## config.mk

```make
export PLATFORM = sky130hd
export DESIGN_NAME = conv_encoder_k3
export DESIGN_NICKNAME = d
export VERILOG_FILES = /design/src/rtl/conv_encoder_k3.sv
export SDC_FILE = /design/constraint.sdc
export NUM_CORES = 1
export LEC_CHECK = 0
export CORE_UTILIZATION = 40
export CTS_CLUSTER_SIZE = 40
export DETAILED_ROUTE_END_ITERATION = 8
export GPL_ROUTABILITY_DRIVEN = 0
export PLACE_DENSITY = 0.75
export SLEW_MARGIN = 5
export SYNTH_ARGS = -nofsm -noshare
export SYNTH_HDL_FRONTEND = slang
export SYNTH_SLANG_ARGS = --single-unit
```

## constraint.sdc

```tcl
create_clock -name clk -period 3 [get_ports clk]
set_input_delay 0.9 -clock clk [delete_from_list [all_inputs] [get_ports clk]]
set_output_delay 0.9 -clock clk [all_outputs]
set_load 0.02 [all_outputs]
```

## src/rtl/conv_encoder_k3.sv

```systemverilog
// Rate-1/2, K=3 convolutional encoder (G1=101, G0=111). The encoder accepts one word,
// encodes it serially at one bit per cycle, and then holds the codeword until the sink takes it.
module conv_encoder_k3 #(
  parameter int unsigned DATA_W      = 4,
  parameter bit          STATE_CARRY = 1'b0
) (
  input  logic                  clk,
  input  logic                  rst_n,
  input  logic                  in_valid,
  input  logic [DATA_W-1:0]     in_data,
  output logic                  in_ready,
  output logic                  out_valid,
  output logic [2*DATA_W-1:0]   out_code,
  input  logic                  out_ready,
  output logic                  busy
);

  localparam int unsigned CODE_W = 2 * DATA_W;
  localparam int unsigned CNT_W  = $clog2(DATA_W) + 1;

  typedef enum logic [1:0] {
    IDLE = 2'd0,
    ENC  = 2'd1,
    HOLD = 2'd2
  } state_t;

  state_t              state;
  logic [DATA_W-1:0]   data_sr;
  logic [CNT_W-1:0]    cnt;
  logic                s1;
  logic                s0;
  logic                u_c;
  logic [1:0]          pair_c;

  // Current info bit and its output pair: [1] = u^s1 (G1), [0] = u^s0^s1 (G0).
  assign u_c    = data_sr[DATA_W-1];
  assign pair_c = {u_c ^ s1, u_c ^ s0 ^ s1};

  always_ff @(posedge clk or negedge rst_n) begin
    if (!rst_n) begin
      state     <= IDLE;
      in_ready  <= 1'b1;
      out_valid <= 1'b0;
      out_code  <= '0;
      busy      <= 1'b0;
      data_sr   <= '0;
      cnt       <= '0;
      s1        <= 1'b0;
      s0        <= 1'b0;
    end else begin
      case (state)
        IDLE: begin
          if (in_valid) begin
            data_sr  <= in_data;
            cnt      <= '0;
            if (!STATE_CARRY) begin
              s1 <= 1'b0;
              s0 <= 1'b0;
            end
            in_ready <= 1'b0;
            busy     <= 1'b1;
            state    <= ENC;
          end
        end
        ENC: begin
          for (int k = 0; k < int'(DATA_W); k++) begin
            if (cnt == CNT_W'(k)) out_code[2*k +: 2] <= pair_c;
          end
          data_sr <= data_sr << 1;
          s1      <= s0;
          s0      <= u_c;
          cnt     <= cnt + CNT_W'(1);
          if (cnt == CNT_W'(DATA_W - 1)) begin
            out_valid <= 1'b1;
            state     <= HOLD;
          end
        end
        HOLD: begin
          // The IDLE return costs one cycle, so a new word is never accepted on the release edge.
          if (out_ready) begin
            out_valid <= 1'b0;
            in_ready  <= 1'b1;
            busy      <= 1'b0;
            state     <= IDLE;
          end
        end
        default: begin
          out_valid <= 1'b0;
          in_ready  <= 1'b1;
          busy      <= 1'b0;
          state     <= IDLE;
        end
      endcase
    end
  end

  logic unused_c;
  assign unused_c = ^{CODE_W};

endmodule
```

==> impl_metrics.py, run 1 <==
metrics = {
    "grt": {
        "grt_pass1_wl_um": 3200,
        "grt_antenna_before_repair": 0,
        "grt_max_degree": 23,
        "grt-ovfl-total": 0,
        "grt_pass1_vias": 739,
        "grt_usage_pct": 16.1,
    },
    "layout": {
        "antenna_cells": 0,
        "area_growth_syn_to_layout_pct": 22.3,
        "fin_cells": 140,
        "drive_above_1_share_pct": 17.3,
        "nNetsFinal": 124,
        "fillers": 235,
        "postLayoutCellArea_um2": 1280,
        "fin_util_pct": 51.5,
    },
    "critical_path": {
        "crit_required_ps": 2100,
        "crit_type": "reg2out",
        "r2r_cells": 4,
        "arrival_ps": 1450,
        "worstSetupStartpointType": "flip-flop",
        "worstPathBufferInverterCount": 1,
        "reg2reg_from": "cnt[0]",
        "max_stage_delay_ps": 600,
        "cp-end-kind": "output pin",
        "critical_path_depth": 1,
        "crit_fanout": 3,
        "critPathLaunch": "in_ready",
        "critPathSlowestCell": "clkdlybuf4s50_1",
        "path_delay_family": "buffers and inverters",
        "worstPathCellList": "clkdlybuf4s50_1",
    },
    "logic_synthesis": {
        "syn_avg_cell_area_um2": 11.7,
        "ys_seq_area_share_pct": 52.9,
        "ys_ff_latch": 22,
        "synth_edf_count": 0,
        "synth_cell_types": 23,
        "syn_inst": 89,
        "synth_ff_type": "dfrtp_1",
        "synth_area_um2": 1040,
        "synth-async-reset-ratio_pct": 100,
        "synth.net_count": 102,
        "ys_warn_count": 0,
    },
    "floorplan": {
        "fp.dieH_um": 53.1,
        "core_um2": 2480,
        "pin_count": 19,
        "initial_core_util_pct": 42.1,
        "die-area_um2": 2820,
        "die_x_um": 53.1,
        "rows": 18,
    },
    "cts": {
        "cts_buffers": 3,
        "post_cts.repair.setup_buffers": 0,
        "root_buffer": "clkbuf_4",
        "clkSlewWorstSetupHoldPaths_ps": 110,
        "cts.sinks": 22,
        "cts_resized": 0,
        "htreeDepth": 1,
        "clk_path_buf_depth": 2,
        "clock_latency_ps": 300,
        "cts_hold_buf": 0,
        "cts_tree": "built",
    },
    "power_and_ir_drop": {
        "irDropWorstVdd_mv": 0.556,
        "cellPowerDensity_nw_per_um2": 1090,
        "leakagePower_nw": 0.560,
    },
    "detailed_routing": {
        "drc": 0,
        "avgViaCountPerCell": 5.00,
        "drt-total-wl_um": 1730,
        "routedWlPerCell_um": 12.4,
        "routed.top_layer": "met3",
        "vias": 700,
        "drt_pass1_iterations": 4,
        "m1WireLength_um": 788,
        "ant_nets": 0,
        "drtIter0Drc": 7,
        "dr_wl_met3_um": 89,
        "wl_met2_um": 854,
    },
    "sta": {
        "layout_min_cycle_time_ps": 2350,
        "slew_viol_final": 0,
        "hold_viol_final": 0,
        "relSlewSlack_pct": 74.5,
        "tightest_slew_ps": 383,
        "finalSetupTns_ps": 0,
        "skew_ps": 3.55,
        "final-setup-viol-count": 0,
        "rsz0062_at_grt": "no",
        "finalCritPeriodShare_pct": 78.4,
        "holdWs_ps": 510,
        "fmax_ghz": 0.425,
    },
    "place": {
        "placed_area_um2": 1250,
        "portBuffers": 18,
        "dp.cells": 136,
        "place_hpwl_um": 1320,
    },
    "hold_path": {
        "hold_depth": 2,
        "min_path_type": "reg2reg",
        "hp-start": "in_ready",
    },
    "outcome": {
        "status": "complete, no violations",
    },
    "flow_run": {
        "maxCapViolCount": 0,
    },
}
## cell type report
type | instances | area [µm²] | area share [%]
clock buffers | 4 | 26.3 | 2.06
well taps | 30 | 37.5 | 2.94
flip-flops and latches | 22 | 552 | 43.2
inverters | 7 | 26.3 | 2.06
multi-input cells | 58 | 447 | 35.0
repair buffers | 19 | 188 | 14.7
## metrics by stage
stage	worst slack [ps]	total power, mW
2_1_floorplan	1500	1.04
3_3_place_gp	869	1.24
3_5_place_dp	835	1.26
4_1_cts	636	1.40
5_1_grt	584	1.52
6_report	649	1.38
## routing by layer
layer	GRT usage, %	up-vias
met1	20.2	329
met3	6.03	0
li1	-	349
met5	0	-
met2	26.6	22
met4	2.63	0
## synth_stat cells, types with 2 or more instances
library cell	n	area, µm²
a21oi_1	5	25.0
mux2_2	7	78.8
nand2b_1	2	12.5
o21ai_0	7	35.0
o22ai_1	5	31.3
a22o_1	2	17.5
nand2_1	7	26.3
xor2_2	2	32.5
nor2b_1	2	12.5
inv_1	7	26.3
ha_1	5	62.6
and3_4	3	33.8
nor2_1	5	18.8
dfrtp_1	21	526
## path summary, 6_finish.rpt
| check | endpoint | slack [ps] |
|---|---|---|
| worst max-delay path | in_ready | 650 |
| worst min-delay path | in_ready | 510 |
| worst max register to register | out_code[7] | 1540 |
| worst min register to register | in_ready | 510 |
| max in group asynchronous | in_ready | 1800 |
| min in group asynchronous | out_code[6] | 920 |
## cell usage in the layout, fill, tap and decap left out, drive strengths merged
| cell type | count |
|---|---|
| a2bb2oi | 1 |
| a21oi | 5 |
| dfrtp | 21 |
| o22a | 1 |
| dfstp | 1 |
| nor2 | 5 |
| ha | 5 |
| nand2 | 7 |
| nand2b | 2 |
| nor2b | 3 |
| xor2 | 2 |
| buf | 1 |
| o22ai | 5 |
| o21bai | 1 |
| mux2 | 8 |
| clkbuf | 4 |
| inv | 7 |
| o21ai | 7 |
| clkdlybuf4s50 | 18 |
| and3 | 3 |
| a22o | 3 |
## report_power, final
| part | switching [mW] | internal (mW) |
|---|---|---|
| logic | 0.328 | 0.360 |
| clock network | 0.0853 | 0.0518 |
| registers | 0.121 | 0.438 |
## flip-flops by register name, indices dropped and copies added (netlist names)
register and count:
in_ready 1, state 2, out_code 8, s1 1, out_valid 1, s0 1
busy 1, data_sr 4, cnt 3
## cell families after synthesis
kind of cell,synth area share [%]
flip-flops,52.9
adder cells (fa/ha/maj),6.00
buffers and inverters,4.32
XOR/XNOR,3.12
multiplexers,8.63
AO/OA/AOI/OAI,13.8
AND/OR/NAND/NOR,11.3
Power figures use the tool's default switching activity.
==> run 2: changes to the inputs <==
--- a/config.mk
+++ b/config.mk
@@ -9,7 +9,7 @@
 export CTS_CLUSTER_SIZE = 40
 export DETAILED_ROUTE_END_ITERATION = 8
 export GPL_ROUTABILITY_DRIVEN = 0
-export PLACE_DENSITY = 0.75
+export PLACE_DENSITY = 0.77
 export SLEW_MARGIN = 5
 export SYNTH_ARGS = -nofsm -noshare
 export SYNTH_HDL_FRONTEND = slang
==> constraint.sdc (replaced) <==
create_clock -name clk -period 2.1 [get_ports clk]
set_input_delay 0.63 -clock clk [delete_from_list [all_inputs] [get_ports clk]]
set_output_delay 0.63 -clock clk [all_outputs]
set_load 0.02 [all_outputs]
==> impl_metrics.py, run 2 (synthesis results as in run 1) <==
metrics = {
    "outcome": {
        "status": "complete, no violations",
    },
    "critical_path": {
        "reg2reg_from": "cnt[0]",
        "r2r-end": "out_code[6]",
        "arrival_ps": 1300,
        "crit_type": "reg2out",
        "crit_fanout": 3,
        "cp-end-kind": "output pin",
        "worstSetupStartpointType": "flip-flop",
        "critical_path_depth": 1,
        "worstPathCellList": "clkdlybuf4s50_1",
        "r2r_cells": 4,
        "critPathSlowestCell": "clkdlybuf4s50_1",
        "r2r_slack_ps": 610,
        "crit_path_end": "busy",
        "critPathLaunch": "busy",
        "path_delay_family": "buffers and inverters",
        "max_stage_delay_ps": 610,
        "crit_required_ps": 1470,
        "worstPathBufferInverterCount": 1,
    },
    "layout": {
        "area_growth_syn_to_layout_pct": 24.2,
        "final_cell_mix": "dfrtp_1, clkdlybuf4s50_1",
        "fin_cells": 141,
        "nNetsFinal": 125,
        "largest_register_ffs": 8,
        "largest_register": "out_code",
        "mostFrequentLayoutCell": "dfrtp_1",
        "postLayoutCellArea_um2": 1300,
        "antenna_cells": 0,
        "reg_top3": "out_code (8), data_sr (4), cnt (3)",
        "drive_above_1_share_pct": 18.9,
        "fillers": 228,
    },
    "place": {
        "place_hpwl_um": 1400,
        "dp.cells": 137,
        "placed_area_um2": 1260,
        "portBuffers": 18,
    },
    "detailed_routing": {
        "drtIter0Drc": 13,
        "drt-total-wl_um": 1850,
        "drt_pass1_iterations": 4,
        "ant_nets": 0,
        "routedWlPerCell_um": 13.1,
        "drc": 0,
        "vias": 737,
        "avgViaCountPerCell": 5.23,
    },
    "floorplan": {
        "rows": 18,
        "core_um2": 2480,
        "die_x_um": 53.1,
        "die-area_um2": 2820,
        "fp.dieH_um": 53.1,
        "initial_core_util_pct": 42.1,
        "pin_count": 19,
    },
    "cts": {
        "htreeDepth": 1,
        "clkSlewWorstSetupHoldPaths_ps": 120,
        "cts_hold_buf": 0,
        "cts_buffers": 3,
        "clock_latency_ps": 300,
        "cts_resized": 0,
        "clk_path_buf_depth": 2,
        "cts.sinks": 22,
        "cts_tree": "built",
        "root_buffer": "clkbuf_4",
        "post_cts.repair.setup_buffers": 0,
    },
    "sta": {
        "finalCritPeriodShare_pct": 92.1,
        "hold_viol_final": 0,
        "slew_viol_final": 0,
        "rsz0062_at_grt": "no",
        "finalSetupTns_ps": 0,
        "fmax_ghz": 0.517,
        "layout_min_cycle_time_ps": 1930,
        "tightest_slew_ps": 407,
        "relSlewSlack_pct": 72.9,
        "skew_ps": 2.45,
        "holdWs_ps": 506,
        "final-setup-viol-count": 0,
    },
    "grt": {
        "grt-ovfl-total": 0,
        "grt_antenna_before_repair": 0,
        "grt_usage_pct": 15.8,
        "grt_max_degree": 15,
        "grt_pass1_vias": 733,
        "grt_pass1_wl_um": 3110,
    },
    "power_and_ir_drop": {
        "irDropWorstVdd_mv": 0.699,
        "swShare_pct": 38.3,
        "comb_power_share_pct": 49.2,
        "cellPowerDensity_nw_per_um2": 1560,
        "p_switching_mw": 0.775,
        "p_seq_share_pct": 39.4,
        "leakagePower_nw": 0.587,
        "power.internal_mw": 1.25,
        "pwr-share-clk_pct": 11.4,
    },
    "flow_run": {
        "maxCapViolCount": 0,
    },
    "hold_path": {
        "min_path_type": "reg2reg",
    },
}
==> run 2: cell types whose count changed in the layout (fill, tap and decap cells not counted), sizes merged <==
cell / delta
buf: +1
clkdlybuf4s50: -1
dlymetal6s2s: +1
==> run 2: area by class of cell <==
cell class | count | area, µm² | share of cell area [%]
Sequential cell | 22 | 552 | 42.6
Multi-Input combinational cell | 58 | 447 | 34.5
Timing Repair Buffer | 20 | 198 | 15.3
Inverter | 7 | 26.3 | 2.03
Clock buffer | 4 | 36.3 | 2.80
Tap cell | 30 | 37.5 | 2.90
==> run 2: per-stage QoR <==
step / worst slack, ps / power, mW / util (%)
finish: 166 / 2.02 / 52.3
global route: 96.3 / 2.19 / 52.3
CTS: 1.64 / 2.04 / 52.2
detailed placement: 186 / 1.81 / 50.8
global placement: 239 / 1.77 / 50.8
floorplan: 761 / 1.48 / -
==> run 2: worst min path at each step <==
| stage | start | endpoint | slack (ps) | cells past startpoint |
|---|---|---|---|---|
| final | in_ready | in_ready | 510 | 2 |
| after global routing | out_code[7] | out_code[7] | 540 | 1 |
| after CTS | in_ready | in_ready | 510 | 2 |
| after detailed placement | in_ready | in_ready | 490 | 2 |
| after global placement | out_code[6] | out_code[6] | 470 | 1 |
| after floorplan | rst_n | busy | 330 | 0 |
==> run 2: layer usage <==
| metal | global-route usage, % | routed length, µm |
|---|---|---|
| met3 | 3.45 | 69 |
| met5 | 0 | 0 |
| met4 | 10.5 | 70 |
| met1 | 18.3 | 852 |
| met2 | 25.9 | 858 |
==> run 2: power groups by stage <==
stage / Combinational [mW] / Sequential (mW) / Clock [mW]
floorplan: 0.607 / 0.872 / 0
global placement: 0.971 / 0.795 / 0
detailed placement: 1.01 / 0.807 / 0
CTS: 1.01 / 0.797 / 0.242
global route: 1.10 / 0.829 / 0.255
finish: 0.994 / 0.797 / 0.230
